[config.mk]
export PLATFORM = sky130hd
export DESIGN_NAME = cube_calc
export DESIGN_NICKNAME = d
export VERILOG_FILES = /design/src/rtl/arith_pkg.sv /design/src/rtl/shift_add_step.sv /design/src/rtl/cube_calc.sv
export SDC_FILE = /design/constraint.sdc
export NUM_CORES = 1
export LEC_CHECK = 0
export CAP_MARGIN = 20
export CELL_PAD_IN_SITES_DETAIL_PLACEMENT = 1
export CELL_PAD_IN_SITES_GLOBAL_PLACEMENT = 1
export CORE_ASPECT_RATIO = 0.8
export CORE_MARGIN = 10
export CORE_UTILIZATION = 45
export CTS_CLUSTER_DIAMETER = 120
export CTS_CLUSTER_SIZE = 28
export DETAILED_ROUTE_END_ITERATION = 12
export GPL_ROUTABILITY_DRIVEN = 0
export PLACE_DENSITY_LB_ADDON = 0.1
export SLEW_MARGIN = 5
export SYNTH_ARGS = -nofsm -noshare
export SYNTH_HDL_FRONTEND = slang
export SYNTH_SLANG_ARGS = --single-unit
[constraint.sdc]
create_clock -name clk_i -period 5.6 [get_ports clk_i]
set_input_delay 0.84 -clock clk_i [delete_from_list [all_inputs] [get_ports clk_i]]
set_output_delay 0.84 -clock clk_i [all_outputs]
set_load 0.03 [all_outputs]
[src/rtl/arith_pkg.sv]
// Shared definitions for the shift-add arithmetic blocks: FSM state
// encodings and the default operand width.
package arith_pkg;

  localparam int unsigned W_DEFAULT = 8;

  typedef enum logic [1:0] {
    S_IDLE   = 2'd0,
    S_SQUARE = 2'd1,
    S_CUBE   = 2'd2
  } state_e;

endpackage

[src/rtl/shift_add_step.sv]
// One shift-add multiplication step: adds (mcand << shamt) to the
// accumulator when the current multiplier bit is set.
module shift_add_step #(
  parameter int unsigned AW = 24,
  parameter int unsigned SW = 4
) (
  input  logic [AW-1:0] acc_i,
  input  logic [AW-1:0] mcand_i,
  input  logic          bit_i,
  input  logic [SW-1:0] shamt_i,
  output logic [AW-1:0] acc_o
);

  // Conditional add of the shifted multiplicand
  always_comb begin
    acc_o = acc_i;
    if (bit_i) begin
      acc_o = acc_i + (mcand_i << shamt_i);
    end else begin
      acc_o = acc_i;
    end
  end

endmodule

[src/rtl/cube_calc.sv]
// Sequential x^3 unit: squares x, then multiplies the square by x, each phase
// a W-cycle LSB-first shift-add through a single shared step unit.
module cube_calc
  import arith_pkg::*;
#(
  parameter int unsigned W = W_DEFAULT
) (
  input  logic             clk_i,
  input  logic             rst_i,
  input  logic [W-1:0]     x_bi,
  input  logic             start_i,
  output logic             busy_o,
  output logic             done_o,
  output logic [3*W-1:0]   y_bo
);

  localparam int unsigned AW = 3 * W;
  localparam int unsigned IW = $clog2(W);
  localparam int unsigned CW = IW + 1;
  localparam logic [CW-1:0] LAST = CW'(W - 1);

  state_e          state_q, state_d;
  logic [W-1:0]    x_q, x_d;
  logic [AW-1:0]   acc_q, acc_d;
  logic [2*W-1:0]  sq_q, sq_d;
  logic [CW-1:0]   cnt_q, cnt_d;
  logic [AW-1:0]   y_q, y_d;
  logic            done_q, done_d;
  logic            busy_q, busy_d;

  logic [AW-1:0]   mcand_s;
  logic            step_bit_s;
  logic [AW-1:0]   step_acc_s;

  // SQUARE multiplies x by x, CUBE multiplies the square by x
  always_comb begin
    mcand_s = AW'(x_q);
    if (state_q == S_CUBE) begin
      mcand_s = AW'(sq_q);
    end else begin
      mcand_s = AW'(x_q);
    end
    step_bit_s = x_q[cnt_q[IW-1:0]];
  end

  shift_add_step #(
    .AW (AW),
    .SW (CW)
  ) u_step (
    .acc_i   (acc_q),
    .mcand_i (mcand_s),
    .bit_i   (step_bit_s),
    .shamt_i (cnt_q),
    .acc_o   (step_acc_s)
  );

  // Next-state and datapath update
  always_comb begin
    state_d = state_q;
    x_d     = x_q;
    acc_d   = acc_q;
    sq_d    = sq_q;
    cnt_d   = cnt_q;
    y_d     = y_q;
    done_d  = 1'b0;
    case (state_q)
      S_IDLE: begin
        if (start_i) begin
          x_d     = x_bi;
          y_d     = '0;
          acc_d   = '0;
          cnt_d   = '0;
          state_d = S_SQUARE;
        end else begin
          state_d = S_IDLE;
        end
      end
      S_SQUARE: begin
        if (cnt_q == LAST) begin
          sq_d    = step_acc_s[2*W-1:0];
          acc_d   = '0;
          cnt_d   = '0;
          state_d = S_CUBE;
        end else begin
          acc_d = step_acc_s;
          cnt_d = cnt_q + CW'(1);
        end
      end
      S_CUBE: begin
        if (cnt_q == LAST) begin
          y_d     = step_acc_s;
          done_d  = 1'b1;
          acc_d   = '0;
          cnt_d   = '0;
          state_d = S_IDLE;
        end else begin
          acc_d = step_acc_s;
          cnt_d = cnt_q + CW'(1);
        end
      end
      default: begin
        state_d = S_IDLE;
      end
    endcase
    busy_d = (state_d != S_IDLE);
  end

  // State and datapath registers
  always_ff @(posedge clk_i or negedge rst_i) begin
    if (!rst_i) begin
      state_q <= S_IDLE;
      x_q     <= '0;
      acc_q   <= '0;
      sq_q    <= '0;
      cnt_q   <= '0;
      y_q     <= '0;
      done_q  <= 1'b0;
      busy_q  <= 1'b0;
    end else begin
      state_q <= state_d;
      x_q     <= x_d;
      acc_q   <= acc_d;
      sq_q    <= sq_d;
      cnt_q   <= cnt_d;
      y_q     <= y_d;
      done_q  <= done_d;
      busy_q  <= busy_d;
    end
  end

  assign busy_o = busy_q;
  assign done_o = done_q;
  assign y_bo   = y_q;

endmodule

## Word-level counts from Yosys, hierarchy flattened

Cells that the tools add are included.

- Add/subtract/negate cells: 2
- Multiply operators: 0
- Div/mod/pow operators: 0
- $lt $le $gt $ge: 1
- Equal/unequal tests: 5
- Shift operators: 1
- Multiplexer cells: 18
- Bitwise gates (word level): 0
- Reduce and logical (&&, ||, !) cells: 9

Operators by type and width:

| kind | count |
|---|---|
| $mux 24 | 4 |
| $pmux 24 s2 | 2 |
| $add 24x24->24 | 1 |
| $shl 16x4->24 | 1 |
| $mux 16 | 1 |
| $mux 4 | 2 |
| $pmux 4 s2 | 1 |
| $pmux 2 s3 | 1 |
| $reduce_and 2->1 | 3 |
| $reduce_bool 2->1 | 3 |
| $add 4x1->4 const B | 1 |
| $eq 4x3->1 const B | 1 |
| $lt 3x4->1 const B | 1 |
| $mux 1 | 4 |
| $mux 2 | 2 |
| $bmux 1 s3 | 1 |
| $reduce_and 3->1 | 1 |
| $eq 2x1->1 const B | 1 |
| $eq 2x2->1 const B | 1 |
| $logic_not 2->1 | 1 |
| $ne 2x1->1 const B | 1 |
| $ne 2x2->1 const B | 1 |
| $reduce_or 2->1 | 1 |

- Flip-flop bits (word level): 80
- Bits in latches: 0
- Memory bits (writable): 0
- ROM bits: 0
- Output and inout bits: 26
- Logic and storage cells: 44
- Memories: 0

## Logic depth before layout (Yosys ltp)

Gate-level depths: netlist of the first run.

- Depth after elaboration: 7
- Gate-level depth with buffers: 18
- Depth with buffers taken out: 17

## Hierarchy

A second synthesis of the first run with hierarchy kept.

- Cells, all modules: 636
- Area, all modules: 5880.6 µm²

Modules (own cells, without submodules):

| module | times used | cells each | area each (µm²) | sequential area each (µm²) |
|---|---|---|---|---|
| cube_calc | 1 | 283 | 3415.8 | 2001.9 |
| shift_add_step | 1 | 353 | 2464.9 | 0.0 |

## Worst setup path after synthesis of the first run

No wires, ideal clock.

- Path kind: reg-to-reg
- Start point: reg state_q[0]
- End point: reg y_q[23], in the netlist y_bo[23]
- Arrival: 3.741 ns
- Required time: 5.469 ns
- Slack: 1.727 ns
- Stages on the path, launching flop included: 17
- Period minus slack after synthesis: 3.873 ns
- Cell sequence: dfrtp_1 > inv_1 > ha_1 > buf_2 > mux4_2 > mux2i_1 > nor2_1 > a21oi_1 > o22ai_1 > ha_1 > a21o_1 > o21bai_1 > a221oi_2 > and3_1 > o21a_1 > nor4_1 > or3_1

- Word-level cells in the longest chain between the ends: 7

Ends and longest elaborated chain:

| item | RTL line | source |
|---|---|---|
| start: declaration | cube_calc.sv:22 | `state_e state_q, state_d;` |
| start signal: assignment | cube_calc.sv:120 | `state_q <= state_d;` |
| $eq 2x2->1 | cube_calc.sv:38, cube_calc.sv:66 |  |
| $mux 16 | cube_calc.sv:38 | `if (state_q == S_CUBE) begin` |
| $shl 16x4->24 | shift_add_step.sv:18 | `acc_o = acc_i + (mcand_i << shamt_i);` |
| $add 24x24->24 | shift_add_step.sv:18 |  |
| $mux 24 | shift_add_step.sv:17 | `if (bit_i) begin` |
| $mux 24 | cube_calc.sv:90 | `if (cnt_q == LAST) begin` |
| $pmux 24 s2 | cube_calc.sv:66 | `case (state_q)` |
| end signal: assignment | cube_calc.sv:125 | `y_q <= y_d;` |
| end: declaration | cube_calc.sv:27 | `logic [AW-1:0] y_q, y_d;` |

Parallel ways exist; a longest one is shown, timed or not. The select of a mux whose other input is x is not followed.
A chain may end at the register's enable or synchronous reset.

## Final worst setup path of the first run

Ends and elaborated chain as after synthesis.

==> flow_metrics.py, run 1 <==
metrics = {
    "run_status": {
        "status": "finished, final reports clean",
    },
    "finish": {
        "layout_common_cells": "nand2_1 (87), dfrtp_1 (80), o21ai_0 (64), a21oi_1 (37), clkdlybuf4s50_1 (35)",
        "synthToLayoutAreaGrowth_pct": 14.0,
        "design_area_mm2": 0.00630,
        "num_antenna_cells": 0,
        "fin_nets": 670,
        "layout-drive-gt1-share_pct": 10.1,
        "fin_cells": 786,
        "layout_commonest_cell": "nand2_1",
        "utilization_pct": 52.2,
    },
    "logic_synthesis": {
        "synthArstFlopShare_pct": 100,
        "muxShareOfSynthArea_pct": 11.7,
        "synth_seq_cells": 80,
        "synth_compound_area_share_pct": 22.5,
        "synth_cell_types": 63,
        "synthSimpleGateAreaFrac_pct": 16.5,
        "syn-num-nets": 649,
        "netlist_instances": 609,
        "synth-adder-area-share_pct": 6.71,
        "synth_top_family_by_area": "compound AO/OA/AOI/OAI gates",
        "avgSynthCellArea_um2": 9.07,
        "synth_edf_count": 0,
        "netlist_area_mm2": 0.00552,
        "synth_xor_xnor_area_share_pct": 2.86,
        "synth-main-ff-cell": "dfrtp_1",
        "synth_warnings": 0,
        "yosysSeqAreaShare_pct": 36.3,
    },
    "floorplan": {
        "fp.coreArea_mm2": 0.0121,
        "start_util_pct": 45.7,
        "die_h_um": 119,
        "io_pins": 37,
        "die_w_um": 144,
        "die_area_mm2": 0.0171,
        "num_rows": 36,
    },
    "global_routing": {
        "grt_pass1_vias": 5233,
        "antenna_found_initial": 0,
        "globalRouteMet3Util_pct": 4.85,
        "grt-ovfl-total": 0,
        "top_usage_layer": "met2",
        "grt_use_met1_pct": 31.5,
        "grt_pass1_wl_um": 30600,
        "met2_usage_pct": 34.8,
        "grt_usage_pct": 23.0,
        "grt_max_degree": 46,
    },
    "route": {
        "ant_nets": 0,
        "drc_errors": 0,
        "dr_total_vias": 5102,
        "via_per_inst": 6.49,
        "wl_per_cell_um": 24.4,
        "drt_wl_total_um": 19200,
        "first_pass_iters": 5,
        "drt_iter0_drc": 437,
    },
    "timing": {
        "rsz0062_at_grt": "no",
        "skew_ns": 0.00852,
        "max_slew_margin_pct": 27.6,
        "hold_viol_final": 0,
        "post-route-period-util_pct": 84.6,
        "worst_slack_ns": 0.861,
        "slew_violations": 0,
        "setup_tns_ns": 0,
        "setup_viol": 0,
        "min_period_ns": 4.74,
        "fmax_mhz": 211,
        "worstMarginPinSlew_ns": 1.09,
    },
    "clock_tree": {
        "clock_sinks": 80,
        "clk_latency_ns": 0.36,
        "cts_resized": 0,
        "cts_setup_buffers": 0,
        "cts-buffers-inserted": 9,
        "htreeDepth": 3,
        "cts_tree": "yes",
        "ctsHoldBuffers": 0,
        "clk_path_buf_depth": 2,
        "cts_root_buf": "clkbuf_16",
        "clkSlewWorstSetupHoldPaths_ns": 0.06,
    },
    "place": {
        "preCtsSetupSlack_ns": 0.942,
        "place_hpwl_um": 14000,
        "dp.cells": 770,
        "port_buffers": 36,
        "place_area_mm2": 0.00598,
    },
    "power": {
        "sw_frac_of_total_pct": 45.2,
        "leakage_nw": 2.79,
        "p_clk_share_pct": 22.7,
        "irDropWorstVdd_mv": 0.241,
        "internal_power_mw": 1.53,
        "pwr-share-comb_pct": 49.9,
        "netSwitchingPower_mw": 1.26,
        "seq_power_share_pct": 27.3,
        "powerDensity_mw_per_mm2": 442,
    },
    "critical_path": {
        "crit_path_end_kind": "flop",
        "critPathMaxStageDelay_ns": 0.56,
        "crit_start": "state_q[0]",
        "cp_cell_sequence": "inv_1 > ha_1 > buf_4 > mux4_2 > nand2_1 > o21ai_0 > o21ai_0 > o22ai_1 > ha_1 > and4_1 > and4_1 > o211ai_2 > and3_1 > o21a_1 > and3_1 > or3_1",
        "r2r_start": "state_q[0]",
        "cp_slowest_cell": "ha_1",
        "rrSetupSlack_ns": 0.86,
        "cp_max_fo": 20,
        "start_kind": "flop",
        "r2r_end": "y_bo[23]",
        "worst_ep_required_time_ns": 5.83,
        "r2r_cells": 16,
        "crit_type": "reg -> reg",
        "worstPathArrival_ns": 4.97,
    },
    "hold_path": {
        "min_path_type": "in -> async",
    },
    "flow_run": {
        "maxCapViolations": 0,
    },
}
==> registers in the layout, summed over array words and instances, names as in the netlist <==
register / flops
busy_o: 1
y_bo: 24
x_q: 8
acc_q: 24
done_o: 1
sq_q: 16
state_q: 2
cnt_q: 4
==> synth_stat cells (all sizes together) (8+ instances only) <==
master   n  share of area [%]
a21oi   37                3.4
o21a     8                1.1
a32oi    8                1.3
mux4     9                3.7
nand3   14                1.3
clkbuf  20                1.4
a22o    14                2.2
mux2i   23                4.2
buf     13                1.2
mux2    19                3.9
nor2    30                2.0
dfrtp   80                 36
ha      28                6.3
inv     13               0.88
a21o     9                1.2
xor2    12                1.9
nand4    8               0.91
nor3    12                1.1
o21ai   70                6.5
and3    11                1.3
nand2   87                5.9
==> metal layers <==
layer / share of wire, % / wire [µm]
met1: 46 / 8860
met2: 45 / 8670
met3: 5.9 / 1130
met4: 2.6 / 500
met5: 0 / 0
==> cell type report <==
type / count / area [µm²]
clock buffers: 9 / 225
repair buffers: 43 / 414
flip-flops and latches: 80 / 2000
clock inverters: 6 / 85.1
well taps: 152 / 190
multi-input cells: 483 / 3330
inverters: 13 / 48.8
fillers: 1394 / 5770
==> per-stage QoR <==
step	power, mW	hold WS, ns
6_report	2.79	0.450
5_1_grt	2.94	0.487
4_1_cts	2.74	0.478
3_5_place_dp	2.10	0.481
3_3_place_gp	2.04	0.464
2_1_floorplan	1.69	0.450
==> power by group through the flow <==
| stage | combinational (mW) | clock (mW) | sequential [mW] |
|---|---|---|---|
| after floorplan | 0.981 | 0 | 0.705 |
| after global placement | 1.28 | 0 | 0.758 |
| after detailed placement | 1.34 | 0 | 0.764 |
| after CTS | 1.35 | 0.641 | 0.755 |
| after global routing | 1.50 | 0.666 | 0.771 |
| final | 1.39 | 0.633 | 0.761 |
==> cell families (layout without fill, tap and decap cells) <==
group                    after synthesis  in the layout
XOR/XNOR                              18             18
buffers and inverters                 46             71
adder cells (fa/ha/maj)               29             29
multiplexers                          51             51
AND/OR/NAND/NOR                      195            195
flip-flops                            80             80
AO/OA/AOI/OAI                        190            190
==> critical path, delay by kind of cell, from the launching register on <==
family	cells	cell delay, ns
AOI/OAI and AO/OA	5	0.94
adders and majority gates	2	1.03
buffers and inverters	2	0.45
DFF	1	0.41
muxes	1	0.35
and+or+nand+nor	6	1.42
==> how the worst max path moves through the flow <==
stage | slack (ns) | end | depth (start not counted)
floorplan | 1.73 | y_bo[23] | 16
global placement | 1.10 | y_bo[23] | 16
detailed placement | 0.94 | y_bo[23] | 16
CTS | 0.91 | y_bo[23] | 16
global route | 0.54 | y_bo[21] | 16
finish | 0.86 | y_bo[23] | 16
No activity file was read; power rests on OpenSTA's default activity.
==> run 2, diff against run 1 <==
==> constraint.sdc (replaced) <==
create_clock -name clk_i -period 4.45 [get_ports clk_i]
set_input_delay 0.6675 -clock clk_i [delete_from_list [all_inputs] [get_ports clk_i]]
set_output_delay 0.6675 -clock clk_i [all_outputs]
set_load 0.03 [all_outputs]
==> flow_metrics.py, run 2 (synthesis gave the netlist of run 1 again) <==
metrics = {
    "run_status": {
        "status": "finished, final reports clean",
    },
    "global_routing": {
        "grt-ovfl-total": 0,
        "antenna_found_initial": 0,
        "grt_pass1_vias": 5194,
        "grt_pass1_wl_um": 30000,
        "grt_max_degree": 81,
        "grt_usage_pct": 22.4,
    },
    "clock_tree": {
        "cts_root_buf": "clkbuf_16",
        "clkSlewWorstSetupHoldPaths_ns": 0.06,
        "clock_sinks": 80,
        "ctsHoldBuffers": 0,
        "cts_tree": "yes",
        "cts-buffers-inserted": 9,
        "clk_path_buf_depth": 2,
        "htreeDepth": 3,
        "cts_setup_buffers": 0,
        "clk_latency_ns": 0.36,
    },
    "critical_path": {
        "worst_ep_required_time_ns": 4.68,
        "worstPathArrival_ns": 4.51,
        "start_kind": "flop",
        "cp_slowest_cell": "ha_2",
        "cp_max_fo": 17,
        "crit_start": "state_q[0]",
        "crit_type": "reg -> reg",
        "r2r_start": "state_q[0]",
        "critPathBufInv": 2,
        "cp_cell_sequence": "inv_1 > ha_4 > buf_4 > mux4_2 > nand2_1 > o21ai_0 > o21ai_1 > o22ai_1 > ha_2 > and4_1 > and4_1 > o211ai_2 > and3_1 > o21a_1 > and3_1 > or3_1",
        "critPathMaxStageDelay_ns": 0.46,
        "crit_family": "simple AND/OR/NAND/NOR gates",
        "crit_path_end_kind": "flop",
    },
    "timing": {
        "fmax_mhz": 234,
        "min_period_ns": 4.27,
        "setup_viol": 0,
        "skew_ns": 0.00984,
        "hold_viol_final": 0,
        "max_slew_margin_pct": 34.8,
        "rsz0062_at_grt": "no",
        "worstMarginPinSlew_ns": 0.975,
        "slew_violations": 0,
        "post-route-period-util_pct": 96.0,
    },
    "place": {
        "port_buffers": 36,
        "place_hpwl_um": 14000,
        "dp.cells": 784,
    },
    "power": {
        "netSwitchingPower_mw": 1.60,
        "seq_power_share_pct": 26.7,
        "powerDensity_mw_per_mm2": 545,
        "sw_frac_of_total_pct": 45.6,
        "pwr-share-comb_pct": 51.2,
        "internal_power_mw": 1.91,
        "leakage_nw": 2.87,
        "p_clk_share_pct": 22.1,
        "irDropWorstVdd_mv": 0.336,
    },
    "finish": {
        "layout_commonest_cell": "nand2_1",
        "layout_common_cells": "nand2_1 (87), dfrtp_1 (79), o21ai_0 (61), a21oi_1 (36), clkdlybuf4s50_1 (35)",
        "layout-drive-gt1-share_pct": 13.3,
        "num_antenna_cells": 0,
        "utilization_pct": 53.5,
        "fin_nets": 684,
        "fin_cells": 801,
        "synthToLayoutAreaGrowth_pct": 16.9,
    },
    "route": {
        "via_per_inst": 6.35,
        "wl_per_cell_um": 23.5,
        "drt_iter0_drc": 452,
        "ant_nets": 0,
        "drc_errors": 0,
        "dr_total_vias": 5084,
        "first_pass_iters": 5,
        "drt_wl_total_um": 18800,
    },
    "floorplan": {
        "die_area_mm2": 0.0171,
        "start_util_pct": 45.7,
        "fp.coreArea_mm2": 0.0121,
        "io_pins": 37,
        "num_rows": 36,
        "die_w_um": 144,
        "die_h_um": 119,
    },
    "flow_run": {
        "maxCapViolations": 0,
    },
    "hold_path": {
        "min_path_type": "in -> async",
    },
}
==> run 2: final timing paths <==
kind                         endpoint  slack, ns  cells past startpoint
max                          y_bo[23]       0.18                     16
min                        state_q[1]       0.24                      1
max reg2reg                  y_bo[23]       0.18                     16
min reg2reg                   y_bo[2]       0.49                      2
max in group asynchronous   acc_q[20]       3.61                      2
min in group clk_i            y_bo[2]       0.49                      2
==> run 2: layout make-up <==
| type | count | area (µm²) |
|---|---|---|
| clock inverter | 7 | 77.6 |
| clock buffer | 9 | 225 |
| multi-input combinational | 483 | 3370 |
| tap | 152 | 190 |
| timing repair buffer | 57 | 543 |
| fill | 1388 | 5620 |
| inverter | 13 | 48.8 |
| sequential | 80 | 2000 |
==> run 2: through the flow <==
step                power, mW  area (µm²)  setup TNS (ns)  hold WS, ns  setup WS [ns]
floorplan                2.12        5520               0        0.372          0.577
global placement         2.61        6070               0        0.467          0.127
detailed placement       2.69        6090          -0.895        0.475         -0.141
CTS                      3.49        6390               0        0.491         0.0719
global route             3.71        6450               0        0.264        0.00465
finish                   3.52        6450               0        0.236          0.176
==> run 2: what timing repair did <==
action	4_1_cts	5_1_grt
setup endpoints to repair	9	21
gates resized for setup	2	9
endpoints found under the hold margin	0	0
==> run 2: per-layer routing <==
metal	GRT usage [%]	wire length [µm]	up-vias	share of wire, %
met1	31.7	9140	2578	49
met2	33.3	8340	144	44
met5	0	0	-	0
met4	6.82	383	0	2.0
li1	-	-	2327	-
met3	4.65	964	35	5.1
==> run 2: power by group through the flow <==
| stage | Clock [mW] | Combinational, mW | Sequential [mW] |
|---|---|---|---|
| after floorplan | 0 | 1.23 | 0.887 |
| after global placement | 0 | 1.67 | 0.936 |
| after detailed placement | 0 | 1.74 | 0.947 |
| after CTS | 0.789 | 1.77 | 0.934 |
| after global routing | 0.819 | 1.95 | 0.949 |
| final | 0.776 | 1.80 | 0.940 |
